### config.mk
export PLATFORM = sky130hd
export DESIGN_NAME = ram_sp_param
export DESIGN_NICKNAME = d
export VERILOG_FILES = /design/src/rtl/ram_pkg.sv /design/src/rtl/ram_sp_core.sv /design/src/rtl/ram_sp_param.sv
export SDC_FILE = /design/constraint.sdc
export NUM_CORES = 1
export LEC_CHECK = 0
export ABC_AREA = 1
export CORE_MARGIN = 3
export CORE_UTILIZATION = 54
export DETAILED_ROUTE_END_ITERATION = 6
export GPL_TIMING_DRIVEN = 0
export HOLD_SLACK_MARGIN = 0.08
export PLACE_DENSITY = 0.8
export SYNTH_ARGS = -nofsm -noshare
export SYNTH_HDL_FRONTEND = slang
export SYNTH_SLANG_ARGS = --single-unit
### constraint.sdc
create_clock -name clk -period 1.8 [get_ports clk]
set_clock_uncertainty 0.05 [all_clocks]
set_input_delay 0.36 -clock clk [delete_from_list [all_inputs] [get_ports clk]]
set_output_delay 0.36 -clock clk [all_outputs]
set_load 0.02 [all_outputs]
### src/rtl/ram_pkg.sv
// ram_sp_param shared definitions: FSM state codes
// and the address-width helper.
package ram_pkg;

  localparam logic [0:0] ST_CLEAR = 1'b0;
  localparam logic [0:0] ST_IDLE  = 1'b1;

  function automatic int clog2(input int n);
    int r;
    int v;
    r = 0;
    v = n - 1;
    while (v > 0) begin
      r++;
      v = v >> 1;
    end
    return r;
  endfunction

endpackage

### src/rtl/ram_sp_core.sv
// ram_sp_core: bare storage array, one address,
// synchronous write and registered read.
module ram_sp_core
  import ram_pkg::*;
#(
  parameter int DATA_W = 8,
  parameter int DEPTH  = 16,
  parameter int ADDR_W = 4
) (
  input  logic              clk,
  input  logic              we,
  input  logic              re,
  input  logic [ADDR_W-1:0] addr,
  input  logic [DATA_W-1:0] wdata,
  output logic [DATA_W-1:0] rdata
);

  logic [DATA_W-1:0] mem [DEPTH];

  // write port and registered read port share addr
  always_ff @(posedge clk) begin
    if (we) mem[addr] <= wdata;
    if (re) rdata <= mem[addr];
  end

endmodule

### src/rtl/ram_sp_param.sv
// ram_sp_param: single-port RAM with clear engine.
// RAM_OUT_REG_EN adds a second output register.
module ram_sp_param
  import ram_pkg::*;
#(
  parameter int DATA_W = 8,
  parameter int DEPTH  = 16,
  parameter logic [DATA_W-1:0] INIT_VAL = '0,
  localparam int ADDR_W = clog2(DEPTH)
) (
  input  logic              clk,
  input  logic              reset,
  input  logic              en,
  input  logic              wen,
  input  logic [ADDR_W-1:0] addr,
  input  logic [DATA_W-1:0] din,
  input  logic              clr,
  output logic [DATA_W-1:0] dout,
  output logic              dout_valid,
  output logic              busy
);

  localparam logic [ADDR_W:0] DEPTH_L =
    (ADDR_W + 1)'(DEPTH);
  localparam logic [ADDR_W-1:0] LAST =
    ADDR_W'(DEPTH - 1);

  logic [0:0]        state;
  logic [ADDR_W-1:0] ptr;
  logic              in_range;
  logic              user_wr;
  logic              user_rd;
  logic              core_we;
  logic              core_re;
  logic [ADDR_W-1:0] core_addr;
  logic [DATA_W-1:0] core_wdata;
  logic [DATA_W-1:0] core_rdata;
  logic              rd_valid;
  logic              rd_zero;
  logic [DATA_W-1:0] dout1;

  assign busy     = (state == ST_CLEAR);
  assign in_range = {1'b0, addr} < DEPTH_L;
  assign user_wr  = !busy && en && wen;
  assign user_rd  = !busy && en && !wen;

  assign core_we    = busy || (user_wr && in_range);
  assign core_re    = user_rd && in_range;
  assign core_addr  = busy ? ptr : addr;
  assign core_wdata = busy ? INIT_VAL : din;

  ram_sp_core #(
    .DATA_W (DATA_W),
    .DEPTH  (DEPTH),
    .ADDR_W (ADDR_W)
  ) u_core (
    .clk   (clk),
    .we    (core_we),
    .re    (core_re),
    .addr  (core_addr),
    .wdata (core_wdata),
    .rdata (core_rdata)
  );

  // clear engine: sweep ptr over every word
  always_ff @(posedge clk) begin
    if (reset) begin
      state <= ST_CLEAR;
      ptr   <= '0;
    end else begin
      unique case (state)
        ST_CLEAR: begin
          ptr <= ptr + 1'b1;
          if (ptr == LAST) begin
            state <= ST_IDLE;
            ptr   <= '0;
          end
        end
        ST_IDLE: begin
          if (clr) begin
            state <= ST_CLEAR;
            ptr   <= '0;
          end
        end
        default: state <= ST_CLEAR;
      endcase
    end
  end

  // read strobe; rd_zero masks the unreset
  // array output after reset and on bad addr
  always_ff @(posedge clk) begin
    if (reset) begin
      rd_valid <= 1'b0;
      rd_zero  <= 1'b1;
    end else begin
      rd_valid <= user_rd;
      if (user_rd) rd_zero <= !in_range;
    end
  end

  assign dout1 = rd_zero ? '0 : core_rdata;

`ifdef RAM_OUT_REG_EN
  logic [DATA_W-1:0] dout_q;
  logic              valid_q;

  // extra output stage, data and strobe together
  always_ff @(posedge clk) begin
    if (reset) begin
      dout_q  <= '0;
      valid_q <= 1'b0;
    end else begin
      dout_q  <= dout1;
      valid_q <= rd_valid;
    end
  end

  assign dout       = dout_q;
  assign dout_valid = valid_q;
`else
  assign dout       = dout1;
  assign dout_valid = rd_valid;
`endif

endmodule

* Word level (Yosys, flattened, before mapping)
Memory sizes are Yosys's and may differ from the RTL's. A register that Yosys moved wholly into a read port is not among the register bits.
Index checks and enable logic that the tools add are counted.
W data, S select, Z words.
** Word-level totals
- Output and inout bits :: 10
- Memories :: 1
- Register bits after elaboration :: 7
- Bits in writable memories :: 128
- Logic and storage cells :: 25
** Memories
- u_core.mem :: words 16, bits a word 8, rd ports 1, clocked after memory_dff 1, wr ports 1, line ram_sp_core.sv:18 : logic [DATA_W-1:0] mem [DEPTH];
** Operators by class
- Reductions and logical operators :: 5
- Add/sub/neg operators :: 1
- Equality and inequality tests :: 2
- Mux-type cells :: 11
- Bitwise operators :: 1
** Operators with widths (count)
- $mux W8 :: 2
- $mux W4 :: 3
- $pmux W4 S2 :: 1
- $add A4 B1 Y4 const B :: 1
- $eq A4 B4 Y1 const B :: 1
- $mux W1 :: 4
- $logic_and A1 B1 Y1 :: 3
- $ne A2 B2 Y1 const B :: 1
- $pmux W1 S2 :: 1
- $logic_not A1 Y1 :: 1
- $logic_or A1 B1 Y1 :: 1
- $not A1 Y1 :: 1

* Longest topological paths before layout
Gate-level depths: netlist of run 1.
- Depth after elaboration :: 5
- Mapped depth :: 14
- Depth with buffers taken out :: 11

* By module
From an unflattened synthesis of run 1, not the netlist that was laid out.
** Unflattened totals
- Cell total of the unflattened synthesis :: 633
- Area, all modules :: 6190.9 um^2
** By module, submodules not included
- ram_sp_core :: area each 5672.9 um^2, sequential area each 4083.9 um^2, cells an instance 548, times used 1
- ram_sp_param :: area each 518.0 um^2, sequential area each 140.1 um^2, cells an instance 85, times used 1

* Least setup slack after synthesis of run 1
Ideal clock, no wire load.
- Path kind :: reg-to-reg
- From :: reg state
- To :: mem u_core.mem[1][0], enable pin
- Path buffers :: 1
- Slack :: -0.125 ns
- Arrival :: 1.504 ns
- Stages on the path, launching flop included :: 9
- Setup time :: 0.370 ns
- Path through :: dfxtp_1 -> buf_6 -> inv_2 -> or2_1 -> o21ai_4 -> inv_4 -> nor2_8 -> inv_2 -> nor2_1
** Between the ends
- Cells in the longest elaborated chain, start to end :: 5
** RTL lines
- from (decl) :: line ram_sp_param.sv:28 : logic [0:0] state;
- from (signal assigned) :: line ram_sp_param.sv:68 : state <= ST_CLEAR;
- from (signal assigned) :: line ram_sp_param.sv:75 : state <= ST_IDLE;
- from (signal assigned) :: line ram_sp_param.sv:81 : state <= ST_CLEAR;
- $logic_and A1 B1 Y1 (2 in series) :: line ram_sp_param.sv:44 : assign user_wr = !busy && en && wen;
- $logic_or A1 B1 Y1 :: line ram_sp_param.sv:47 : assign core_we = busy || (user_wr && in_range);
- $mux W1 :: line ram_sp_core.sv:22 : if (we) mem[addr] <= wdata;
- $mux W1 (not written as such) :: line ram_sp_core.sv:22
- to (decl) :: line ram_sp_core.sv:18
Parallel ways exist; a longest one is shown, timed or not.

* Worst setup path after layout of run 1
- From :: reg state
- To :: mem u_core.mem[3][5], enable pin
The elaborated chain is that of the path after synthesis.

==> summary.txt, run 1 <==
Synthesis
  – Register area share after synthesis: 66.2%
  – Post-synth EDFFs: 136
  – Main combinational cell family by area after synthesis: simple AND/OR/NAND/NOR gates
  – Mapped Cells: 641
  – Ys async rst share: 0%
  – Top-area cell type share of the netlist area: 64.1%
  – Count leader, synth: nand2_1
  – Synth Cell Area: 6380 µm²
  – Synth Flop Type: edfxtp_1
  – Multiplexer share of the synthesized area: 0%
  – Leading area contributor after synthesis: edfxtp_1
  – Synth Area in Compound Gates: 1.08%
  – Post-synth top cells: nand2_1, edfxtp_1, nand3_1
  – Synth Area in Simple Gates: 26.8%
  – Xor/xnor share of the synthesized area: 0.137%
  – Synth area leaders: edfxtp_1, nand2_1, nand3_1
  – Cell variety after synth: 27
  – Synthesized flop and latch total: 143
  – Adder-cell share of the synthesized area: 0.196%
  – Net count after synthesis: 659
  – Warnings, synthesis: 0
  – Mean Syn Cell Area: 9.95 µm²

GRT
  – Vias in the first global route: 4643
  – Initial antenna violation count: 0
  – Pin count of the biggest net entering global routing: 17
  – First-pass GRT wire length: 24700 µm
  – GRT Total Usage: 25.5%
  – Grt ovf: 0

Final layout
  – Layout area overhead: 24.0%
  – Ant diodes: 0
  – # fillers: 707
  – Fin util: 69.0%
  – Layout cells sized above 1: 19.0%
  – Nets: 716

Clocking
  – Root cell of the clock tree: clkbuf_16
  – Worst-Skew Late Latency: 0.43 ns
  – CTS tree: built
  – CTS Buf Count: 17
  – Max clock buf depth: 2
  – Hold_buf cts: 0
  – H-tree depth: 4
  – Clk sink count: 143
  – Clk slew on worst S/H paths: 0.06 ns

Critical path
  – CP cell instances: buf_6 > inv_6 > or2_4 > o21ai_4 > inv_4 > nor2_8 > inv_6 > nor2_4
  – Worst path most repeated cell: inv_6
  – Worst Path Required: 1.85 ns
  – CP Launch Type: flip-flop
  – Worst r2r path cells: 8
  – Slowest stage delay, CP: 0.35 ns
  – Kind of critical path: reg -> reg
  – Critical R2R Launch: state
  – Slowest CP cell: dfxtp_2
  – CP max FO: 8
  – Crit path DAT: 1.92 ns
  – Worst setup EP type: flip-flop
  – R2R setup slack: -0.07 ns
  – Reg-to-Reg End: u_core.mem[3][5]

Routing
  – Routed WL: 16500 µm
  – First-pass detailed-route iteration total: 7
  – DRT iter0 DRCs: 569
  – Via count of the routed design: 4881
  – Number of remaining DRC errors: 5
  – Wire per inst: 19.3 µm
  – Via density: 5.72
  – Routed Antenna Nets: 0

Worst hold path
  – Worst hold start: ptr[2]
  – Class of the worst hold path: reg -> reg
  – Hold Path Sink: ptr[2]
  – WHS Path Cells: 2

Floorplanning
  – Num rows: 39
  – Core footprint: 11500 µm²
  – I/O Pins: 27
  – Die ar.: 13100 µm²
  – Die Wd: 115 µm
  – Starting Density: 55.6%
  – Die Ht: 115 µm

STA
  – Slew headroom: 61.7%
  – Fin crit share: 104%
  – Setup violators final: 66
  – Minimum clock period: 1.87 ns
  – Max Fclk: 536 MHz
  – RSZ-0062 raised after global routing: true
  – Final setup margin: -0.0667 ns
  – Fin. Hold Viols: 0
  – Worst slew pin tran: 0.571 ns
  – Fin. max-slew vios: 0

Outcome
  – Status: finished, violations left
  – Failing checks: design-rule violations, negative setup slack

Place
  – RePlAce Congestion: 0.930
  – Port Buf Inserts: 26
  – Post-detail-place hpwl: 9470 µm
  – Pre-CTS setup slack: -1.08 ns

Run
  – Max-cap violations: 0

Power and ir drop
  – Max VDD drop: 0.700 mV
  – Power per cell area: 1000 nW/µm²
  – Leak: 3.32 nW
## state kept, by name, indices dropped and copies added (netlist names)
register / cells
u_core.mem: 128
u_core.rdata: 8
ptr: 4
dout_valid: 1
rd_zero: 1
state: 1
## timing repair
| item | 4_1_cts | 5_1_grt |
|---|---|---|
| cloned | 1 | 0 |
| pin swaps | 14 | 8 |
| endpoints found under the setup margin | 193 | 218 |
| gates resized for setup | 77 | 51 |
| setup buffers | 10 | 2 |
## where the power goes
part	leakage [nW]	internal (mW)	switching [mW]
registers	1.38	3.68	0.0235
logic	1.67	0.271	0.491
clock network	0.281	2.16	1.28
## layout by cell type, fill, tap and decap left out, types with 5 or more instances in the layout
cell	synthesis	layout
dlygate4sd2_1	0	8
buf_6	5	11
clkinvlp_4	0	10
edfxtp_1	136	136
nor2_1	28	12
nand3_1	72	67
clkdlybuf4s50_1	0	16
nand2_2	3	10
nand2_4	1	5
nand2_1	303	291
clkbuf_16	0	17
buf_4	5	15
inv_1	36	26
nor2_4	1	18
buf_2	14	6
## critical path, delay by kind of cell (launching register included)
kind | cells | cell delay, ns
AND/OR/NAND/NOR | 3 | 0.67
buffers and inverters | 4 | 0.35
flip-flops | 1 | 0.35
AO/OA/AOI/OAI | 1 | 0.12
## per-layer routing
metal  vias to the layer above  routed length [µm]  share of wire (%)  GRT usage, %
met5                         -                   0                  0             0
met4                         0                 732                4.4          14.9
met3                        65                1760                 11          6.18
met2                       357                7930                 48          40.7
met1                      2242                6040                 37          31.7
li1                       2217                   -                  -             -
## cells by family (layout without fill, tap and decap cells)
| group | count (synthesis) | in the layout |
|---|---|---|
| AND/OR/NAND/NOR | 414 | 414 |
| adder cells (fa/ha/maj) | 1 | 1 |
| AO/OA/AOI/OAI | 8 | 8 |
| XOR/XNOR | 1 | 1 |
| flip-flops | 143 | 143 |
| buffers and inverters | 74 | 143 |
## final cells by class
cell class	count	area, µm²	area share [%]
flip-flops and latches	143	4230	53.5
inverters	46	233	2.94
multi-input cells	424	2060	26.0
clock buffers	20	437	5.52
plain buffers	27	254	3.21
repair buffers	39	378	4.78
well taps	143	179	2.26
clock inverters	11	141	1.79
## stage by stage
step / hold slack, ns / setup TNS [ns] / cells / instance area (µm²) / power [mW]
2_1_floorplan: 0.379 / -12.09 / 641 / 6390 / 4.16
3_3_place_gp: 0.428 / -117.76 / 810 / 6830 / 4.33
3_5_place_dp: 0.447 / -122.28 / 810 / 6830 / 4.35
4_1_cts: 0.459 / -0.430 / 851 / 7750 / 7.81
5_1_grt: 0.472 / -11.31 / 853 / 7910 / 8.10
6_report: 0.437 / -2.13 / 853 / 7910 / 7.91
## worst max path at each step
| stage | cells after the start | to | start | slack (ns) |
|---|---|---|---|---|
| after detailed placement | 6 | u_core.mem[2][2] | addr[0] | -1.08 |
| after global placement | 6 | u_core.mem[2][2] | addr[0] | -1.03 |
| after CTS | 12 | u_core.rdata[0] | state | -0.03 |
| after global routing | 8 | u_core.mem[3][5] | state | -0.15 |
| final | 8 | u_core.mem[3][5] | state | -0.07 |
| after floorplan | 8 | u_core.mem[3][0] | state | -0.12 |
(Power assumes the default switching activity.)
==> run 2, diff against run 1 <==
--- a/config.mk
+++ b/config.mk
@@ -6,7 +6,6 @@
 export NUM_CORES = 1
 export LEC_CHECK = 0
 export ABC_AREA = 1
-export CORE_MARGIN = 3
 export CORE_UTILIZATION = 54
 export DETAILED_ROUTE_END_ITERATION = 6
 export GPL_TIMING_DRIVEN = 0
@@ -14,4 +13,5 @@
 export PLACE_DENSITY = 0.8
 export SYNTH_ARGS = -nofsm -noshare
 export SYNTH_HDL_FRONTEND = slang
+export SYNTH_HIERARCHICAL = 1
 export SYNTH_SLANG_ARGS = --single-unit
==> run 2 against run 1 <==
Against the previous run:
- the run ends with negative setup slack left
- critical path depth is 7 higher
- die area fell by 9.5%
- maximum frequency shrank 11%
- core utilization is 6.1 points higher
- clock power up 9.9%
- first-iteration DRC count increased by 20%
- area after synthesis shrank 2.9%
- cell count is 1.4% higher
- critical endpoint is now u_core/rdata[5]
- worst hold slack better by 0.032 ns
- sequential share of layout area fell by 2.2 points
==> summary.txt, run 2 <==
Critical path
  – Kind of critical path: reg -> reg
  – Worst r2r path cells: 15 (+7)
  – Bufs and invs on worst path: 7 (+3)
  – CP cell instances: buf_8 > buf_6 > o21ai_4 > buf_6 > inv_6 > clkbuf_16 > buf_16 > nand2_1 > nand2_1 > nand2_1 > nand2_1 > nand2_1 > nand2_1 > inv_1 > nand2_1
  – CP max FO: 7 (-1)
  – Slowest CP cell: dfxtp_2
  – Crit path DAT: 2.23 ns (+0.31 ns)
  – Slowest stage delay, CP: 0.33 ns (-0.02 ns)
  – R2R setup slack: -0.30 ns (-0.23 ns)
  – Critical R2R Launch: state
  – Crit path max-delay family: buffers and inverters
  – CP Launch Type: flip-flop
  – Worst path most repeated cell: nand2_1
  – Reg-to-Reg End: u_core/rdata[5]
  – Worst Path Required: 1.93 ns (+0.08 ns)
  – Worst setup EP type: flip-flop

Synthesis
  – Synthesized flop and latch total: 143 (unchanged)
  – Net count after synthesis: 651 (-1.2%)
  – Synth area leaders: edfxtp_1, nand2_1, inv_1
  – Cell variety after synth: 24 (-11%)
  – Synth Cell Area: 6190 µm² (-2.9%)
  – Count leader, synth: nand2_1
  – Post-synth top cells: nand2_1, edfxtp_1, inv_1
  – Register area share after synthesis: 68.2% (+2.0 points)
  – Ys async rst share: 0% (unchanged)
  – Top-area cell type share of the netlist area: 66.0% (+1.9 points)
  – Synth Flop Type: edfxtp_1
  – Warnings, synthesis: 6 (+6)
  – Mean Syn Cell Area: 9.78 µm² (-1.7%)
  – Mapped Cells: 633 (-1.2%)
  – Post-synth EDFFs: 136 (unchanged)
  – Leading area contributor after synthesis: edfxtp_1

Power and ir drop
  – Internal power: 6.38 mW (+4.4%)
  – Max VDD drop: 1.33 mV (+90%)
  – Sequential power share: 43.9% (-3.0 points)
  – Clock share of power: 44.8% (+1.3 points)
  – Leak: 3.58 nW (+7.6%)
  – Switching Power: 2.06 mW (+15%)
  – Comb pwr share: 11.3% (+1.7 points)
  – Net Sw Frac: 24.4% (+1.7 points)
  – Power per cell area: 1020 nW/µm² (+2.4%)

Floorplanning
  – I/O Pins: 27 (unchanged)
  – Die Wd: 109 µm (-4.9%)
  – Num rows: 38 (-2.6%)
  – Die ar.: 11900 µm² (-9.5%)
  – Starting Density: 56.4% (+0.77 points)
  – Die Ht: 109 µm (-4.9%)
  – Core footprint: 11000 µm² (-4.2%)

Final layout
  – # fillers: 613 (-13%)
  – Most flops, register: u_core/mem
  – Layout cells sized above 1: 27.4% (+8.4 points)
  – Nets: 730 (+2.0%)
  – Final instance area: 8240 µm² (+4.3%)
  – Layout area overhead: 33.2%
  – Largest registers: u_core/mem: 128 flops, u_core/rdata: 8 flops, ptr: 4 flops
  – Max reg flops: 128 (unchanged)
  – Commonest cells after routing, fill and taps aside: nand2_1, edfxtp_1, nand2_2, inv_1, buf_4
  – Ant diodes: 0 (unchanged)
  – Most common cell after layout, fill and taps aside: nand2_1

STA
  – Setup violators final: 136 (+110%)
  – Fin. Hold Viols: 0 (unchanged)
  – Worst slew pin tran: 0.670 ns (+0.0986 ns)
  – Max Fclk: 476 MHz (-11%)
  – RSZ-0062 raised after global routing: true
  – Fin. max-slew vios: 0 (unchanged)
  – Final setup margin: -0.301 ns (-0.235 ns)
  – Slew headroom: 55.3% (-6.4 points)
  – Total negative slack: -27.60 ns (-25.47 ns)
  – Minimum clock period: 2.10 ns (+0.235 ns)
  – Fin crit share: 117% (+13 points)

Routing
  – Via count of the routed design: 5071 (+3.9%)
  – DRT iter0 DRCs: 681 (+20%)
  – Number of remaining DRC errors: 0 (-5)
  – Routed WL: 18300 µm (+11%)
  – Routed Antenna Nets: 0 (unchanged)
  – Via density: 5.86 (+2.5%)
  – First-pass detailed-route iteration total: 5 (-2)
  – Wire per inst: 21.2 µm (+9.8%)

GRT
  – Vias in the first global route: 4622 (-0.45%)
  – Pin count of the biggest net entering global routing: 17 (unchanged)
  – GRT Total Usage: 28.9% (+3.4 points)
  – Initial antenna violation count: 0 (unchanged)
  – Grt ovf: 0 (unchanged)
  – First-pass GRT wire length: 24200 µm (-2.2%)

Clocking
  – CTS Buf Count: 17 (unchanged)
  – Clk sink count: 143 (unchanged)
  – Worst-Skew Late Latency: 0.44 ns (about the same)
  – Max clock buf depth: 2 (unchanged)
  – Clk slew on worst S/H paths: 0.06 ns (about the same)
  – Hold_buf cts: 0 (unchanged)
  – H-tree depth: 4 (unchanged)
  – Root cell of the clock tree: clkbuf_16
  – CTS tree: built

Worst hold path
  – Hold Path Sink: ptr[2]
  – WHS Path Cells: 2 (unchanged)
  – Worst hold start: ptr[2]
  – Class of the worst hold path: reg -> reg

Place
  – Port Buf Inserts: 26 (unchanged)
  – RePlAce Congestion: 0.892 (-4.0%)
  – Area after DPL: 6820 µm² (-0.11%)
  – Post-detail-place hpwl: 8900 µm (-6.0%)

Outcome
  – Failing checks: negative setup slack
  – Status: finished, violations left

Run
  – Max-cap violations: 0 (unchanged)
==> run 2: worst max-delay path by stage <==
stage / startpoint / end / slack (ns) / cells after the start
2_1_floorplan: state / u_core/rdata[3] / -0.008 / 13
3_3_place_gp: addr[0] / u_core/mem[0][0] / -0.58 / 8
3_5_place_dp: addr[2] / u_core/rdata[1] / -0.63 / 10
4_1_cts: state / u_core/rdata[0] / -0.22 / 16
5_1_grt: state / u_core/rdata[5] / -0.34 / 15
6_report: state / u_core/rdata[5] / -0.30 / 15
==> run 2: metal layers <==
metal	GRT usage (%)	vias up	wire, µm
li1	-	2178	-
met1	34.5	2386	6440
met2	46.2	395	8970
met3	9.32	112	1810
met4	16.0	0	1120
met5	0	-	0
==> run 2: timing repair <==
item,4_1_cts,5_1_grt
cloned,3,4
buffers inserted,22,8
gates resized for setup,79,88
endpoints found under the setup margin,152,181
pin swaps,22,48
==> run 2: worst min-delay path, cell delays in order, from the launching register on <==
cell and delay (ns):
dfxtp_1 0.35, nand2_1 0.08, a21oi_1 0.05
==> run 2: metrics by stage <==
| stage | total power, mW | hold WS (ns) | instances | setup slack [ns] | util (%) |
|---|---|---|---|---|---|
| CTS | 8.20 | 0.466 | 856 | -0.219 | 72.0 |
| floorplan | 4.18 | 0.372 | 633 | -0.00818 | - |
| global route | 8.64 | 0.480 | 865 | -0.340 | 75.1 |
| finish | 8.44 | 0.469 | 865 | -0.301 | 75.1 |
| global placement | 4.35 | 0.446 | 799 | -0.577 | 62.1 |
| detailed placement | 4.37 | 0.460 | 799 | -0.630 | 62.1 |
==> run 2: layout make-up <==
type                    count  area (µm²)  share of cell area, %
plain buffers              22         284                   3.45
clock buffers              17         425                   5.16
clock inverters            15         208                   2.52
inverters                  45         201                   2.44
multi-input cells         421        2060                   25.0
flip-flops and latches    143        4230                   51.3
well taps                 140         175                   2.12
repair buffers             62         667                   8.09
==> run 2: cell families (layout without fill, tap and decap cells) <==
| logic type | after synthesis | count (layout) | share of synthesized area (%) |
|---|---|---|---|
| flip-flops | 143 | 143 | 68.2 |
| AO/OA/AOI/OAI | 8 | 8 | 0.748 |
| AND/OR/NAND/NOR | 412 | 412 | 25.7 |
| buffers and inverters | 69 | 161 | 5.07 |
| adder cells (fa/ha/maj) | 1 | 1 | 0.202 |
==> run 2: power groups by stage <==
stage | clock, mW | sequential [mW] | combinational (mW)
after floorplan | 0 | 3.76 | 0.418
after global placement | 0 | 3.77 | 0.583
after detailed placement | 0 | 3.77 | 0.598
after CTS | 3.75 | 3.70 | 0.754
after global routing | 3.93 | 3.71 | 0.993
final | 3.78 | 3.71 | 0.954
==> run 3, diff against run 2 <==
--- a/config.mk
+++ b/config.mk
@@ -6,6 +6,7 @@
 export NUM_CORES = 1
 export LEC_CHECK = 0
 export ABC_AREA = 1
+export CORE_ASPECT_RATIO = 0.8
 export CORE_UTILIZATION = 54
 export DETAILED_ROUTE_END_ITERATION = 6
 export GPL_TIMING_DRIVEN = 0
==> constraint.sdc (replaced) <==
create_clock -name clk -period 1.8 [get_ports clk]
set_clock_uncertainty 0.05 [all_clocks]
set_input_delay 0.54 -clock clk [delete_from_list [all_inputs] [get_ports clk]]
set_output_delay 0.54 -clock clk [all_outputs]
set_load 0.02 [all_outputs]
==> run 3 against run 2 <==
Against the previous run:
- the flow still finishes with violations (negative setup slack)
- sequential cell count stayed put
- die area hardly changed
- core utilization decreased by 2.2 points
- worst setup slack improved by 0.21 ns
- largest cell class unchanged
- highest routed layer unchanged
==> summary.txt, run 3 (synthesis gave the netlist of run 2 again) <==
Routing
  – First-pass detailed-route iteration total: 7 (+2)
  – Via count of the routed design: 4764 (-6.1%)
  – Routed WL: 16300 µm (-11%)
  – Routed Antenna Nets: 0 (unchanged)
  – Wire per inst: 18.9 µm (-11%)
  – DRT iter0 DRCs: 626 (-8.1%)
  – Number of remaining DRC errors: 0 (unchanged)
  – Via density: 5.53 (-5.6%)

Floorplanning
  – Core footprint: 11000 µm² (+0.32%)
  – Starting Density: 56.2% (-0.18 points)
  – Die Wd: 122 µm (+12%)
  – I/O Pins: 27 (unchanged)
  – Die ar.: 11900 µm² (about the same)
  – Num rows: 34 (-11%)
  – Die Ht: 97.8 µm (-10%)

Final layout
  – Fin util: 72.8% (-2.2 points)
  – Max reg flops: 128 (unchanged)
  – Nets: 722 (-1.1%)
  – Final instance area: 8020 µm² (-2.7%)
  – Largest registers: u_core/mem: 128 flops, u_core/rdata: 8 flops, ptr: 4 flops
  – Layout cells sized above 1: 25.5% (-1.9 points)
  – Most common cell after layout, fill and taps aside: nand2_1
  – Commonest cells after routing, fill and taps aside: nand2_1, edfxtp_1, nand2_2, inv_1, buf_4
  – Most flops, register: u_core/mem
  – Ant diodes: 0 (unchanged)
  – Final Non-Filler Cells: 861 (-0.46%)
  – Layout area overhead: 29.6%

GRT
  – Grt ovf: 0 (unchanged)
  – GRT Total Usage: 27.7% (-1.2 points)
  – Initial antenna violation count: 0 (unchanged)
  – Pin count of the biggest net entering global routing: 17 (unchanged)
  – First-pass GRT wire length: 23600 µm (-2.3%)
  – Vias in the first global route: 4538 (-1.8%)

STA
  – Fin Hold WS: 0.389 ns (-0.0804 ns)
  – Minimum clock period: 1.89 ns (-0.210 ns)
  – Worst slew pin tran: 0.697 ns (+0.0278 ns)
  – Fin crit share: 105% (-12 points)
  – Max Fclk: 529 MHz (+11%)
  – RSZ-0062 raised after global routing: true
  – Final setup margin: -0.0910 ns (+0.210 ns)
  – Setup violators final: 115 (-15%)
  – Fin. max-slew vios: 0 (unchanged)
  – Fin. Hold Viols: 0 (unchanged)
  – Total negative slack: -3.29 ns (+24.32 ns)
  – Slew headroom: 53.4% (-1.9 points)

Power and ir drop
  – Max VDD drop: 0.789 mV (-41%)
  – Power per cell area: 975 nW/µm² (-4.8%)
  – Leak: 3.51 nW (-1.9%)

Critical path
  – CP cell instances: inv_4 > o21ai_4 > inv_2 > buf_12 > buf_6 > nand2_1 > nand2_1 > nand2_1 > nand2_1 > nand2_1 > nand2_1 > inv_1 > nand2_1
  – Crit path DAT: 2.01 ns (-0.22 ns)
  – Kind of critical path: reg -> reg
  – Slowest CP cell: dfxtp_4
  – Worst Path Required: 1.92 ns (about the same)
  – Worst path most repeated cell: nand2_1
  – CP max FO: 10 (+3)
  – Bufs and invs on worst path: 5 (-2)
  – Worst setup EP type: flip-flop
  – CP Launch Type: flip-flop
  – Crit path max-delay family: simple AND/OR/NAND/NOR gates
  – Slowest stage delay, CP: 0.38 ns (+0.05 ns)

Clocking
  – Root cell of the clock tree: clkbuf_16
  – Max clock buf depth: 2 (unchanged)
  – Clk slew on worst S/H paths: 0.06 ns (about the same)
  – Clk sink count: 143 (unchanged)
  – H-tree depth: 4 (unchanged)
  – CTS Buf Count: 17 (unchanged)
  – Worst-Skew Late Latency: 0.42 ns (-0.02 ns)
  – CTS tree: built

Place
  – Placed Cells: 803 (+0.50%)
  – RePlAce Congestion: 0.938 (+5.1%)
  – Post-detail-place hpwl: 9190 µm (+3.2%)
  – Area after DPL: 6820 µm² (about the same)
  – Port Buf Inserts: 26 (unchanged)

Run
  – Max-cap violations: 0 (unchanged)

Worst hold path
  – Class of the worst hold path: in -> reg

Outcome
  – Failing checks: negative setup slack
  – Status: finished, violations left
-- run 3: final cells by class --
cell class,count,area (µm²)
buffer,22,268
timing repair buffer,54,566
clock buffer,17,425
multi-input combinational,421,2020
tap,144,180
inverter,45,200
clock inverter,15,128
fill,672,2990
sequential,143,4230
-- run 3: final timing paths --
check / to / cells after the start / slack [ns] / startpoint
setup / recovery: u_core/rdata[6] / 13 / -0.09 / ptr[0]
setup reg to reg: u_core/rdata[6] / 13 / -0.09 / ptr[0]
hold / removal: dout_valid / 2 / 0.39 / wen
hold reg to reg: ptr[3] / 2 / 0.48 / ptr[3]
-- run 3: power breakdown --
part           leakage [nW]  switching, mW  internal (mW)
Clock                 0.264           1.44           1.81
Sequential             1.39         0.0261           3.68
Combinational          1.86          0.541          0.330
-- run 3: repair_timing --
item | CTS | global route
setup endpoints to repair | 154 | 142
gates resized for setup | 105 | 61
pin swaps | 23 | 23
hold buffers | 0 | 0
gates cloned | 2 | 1
setup buffers | 20 | 5
-- run 3: stage by stage --
stage | power (mW) | setup slack, ns
floorplan | 4.18 | -0.0222
finish | 7.82 | -0.0910
CTS | 7.74 | -0.0583
global route | 8.05 | -0.127
detailed placement | 4.38 | -0.903
global placement | 4.36 | -0.865
-- run 3: metal layers --
layer | part of all wire (%) | up-vias | track usage, % | routed length (µm)
li1 | - | 2165 | - | -
met1 | 40 | 2256 | 37.1 | 6430
met2 | 47 | 284 | 42.5 | 7710
met3 | 10 | 59 | 8.12 | 1630
met4 | 3.1 | 0 | 11.5 | 512
met5 | 0 | - | 0 | 0
-- run 3: worst reg2reg max path: stages, from the launching register on --
cell	delay, ns
dfxtp_4	0.38
inv_4	0.05
o21ai_4	0.19
inv_2	0.08
buf_12	0.16
buf_6	0.15
nand2_1	0.06
nand2_1	0.05
nand2_1	0.07
nand2_1	0.13
nand2_1	0.10
nand2_1	0.06
inv_1	0.06
nand2_1	0.06
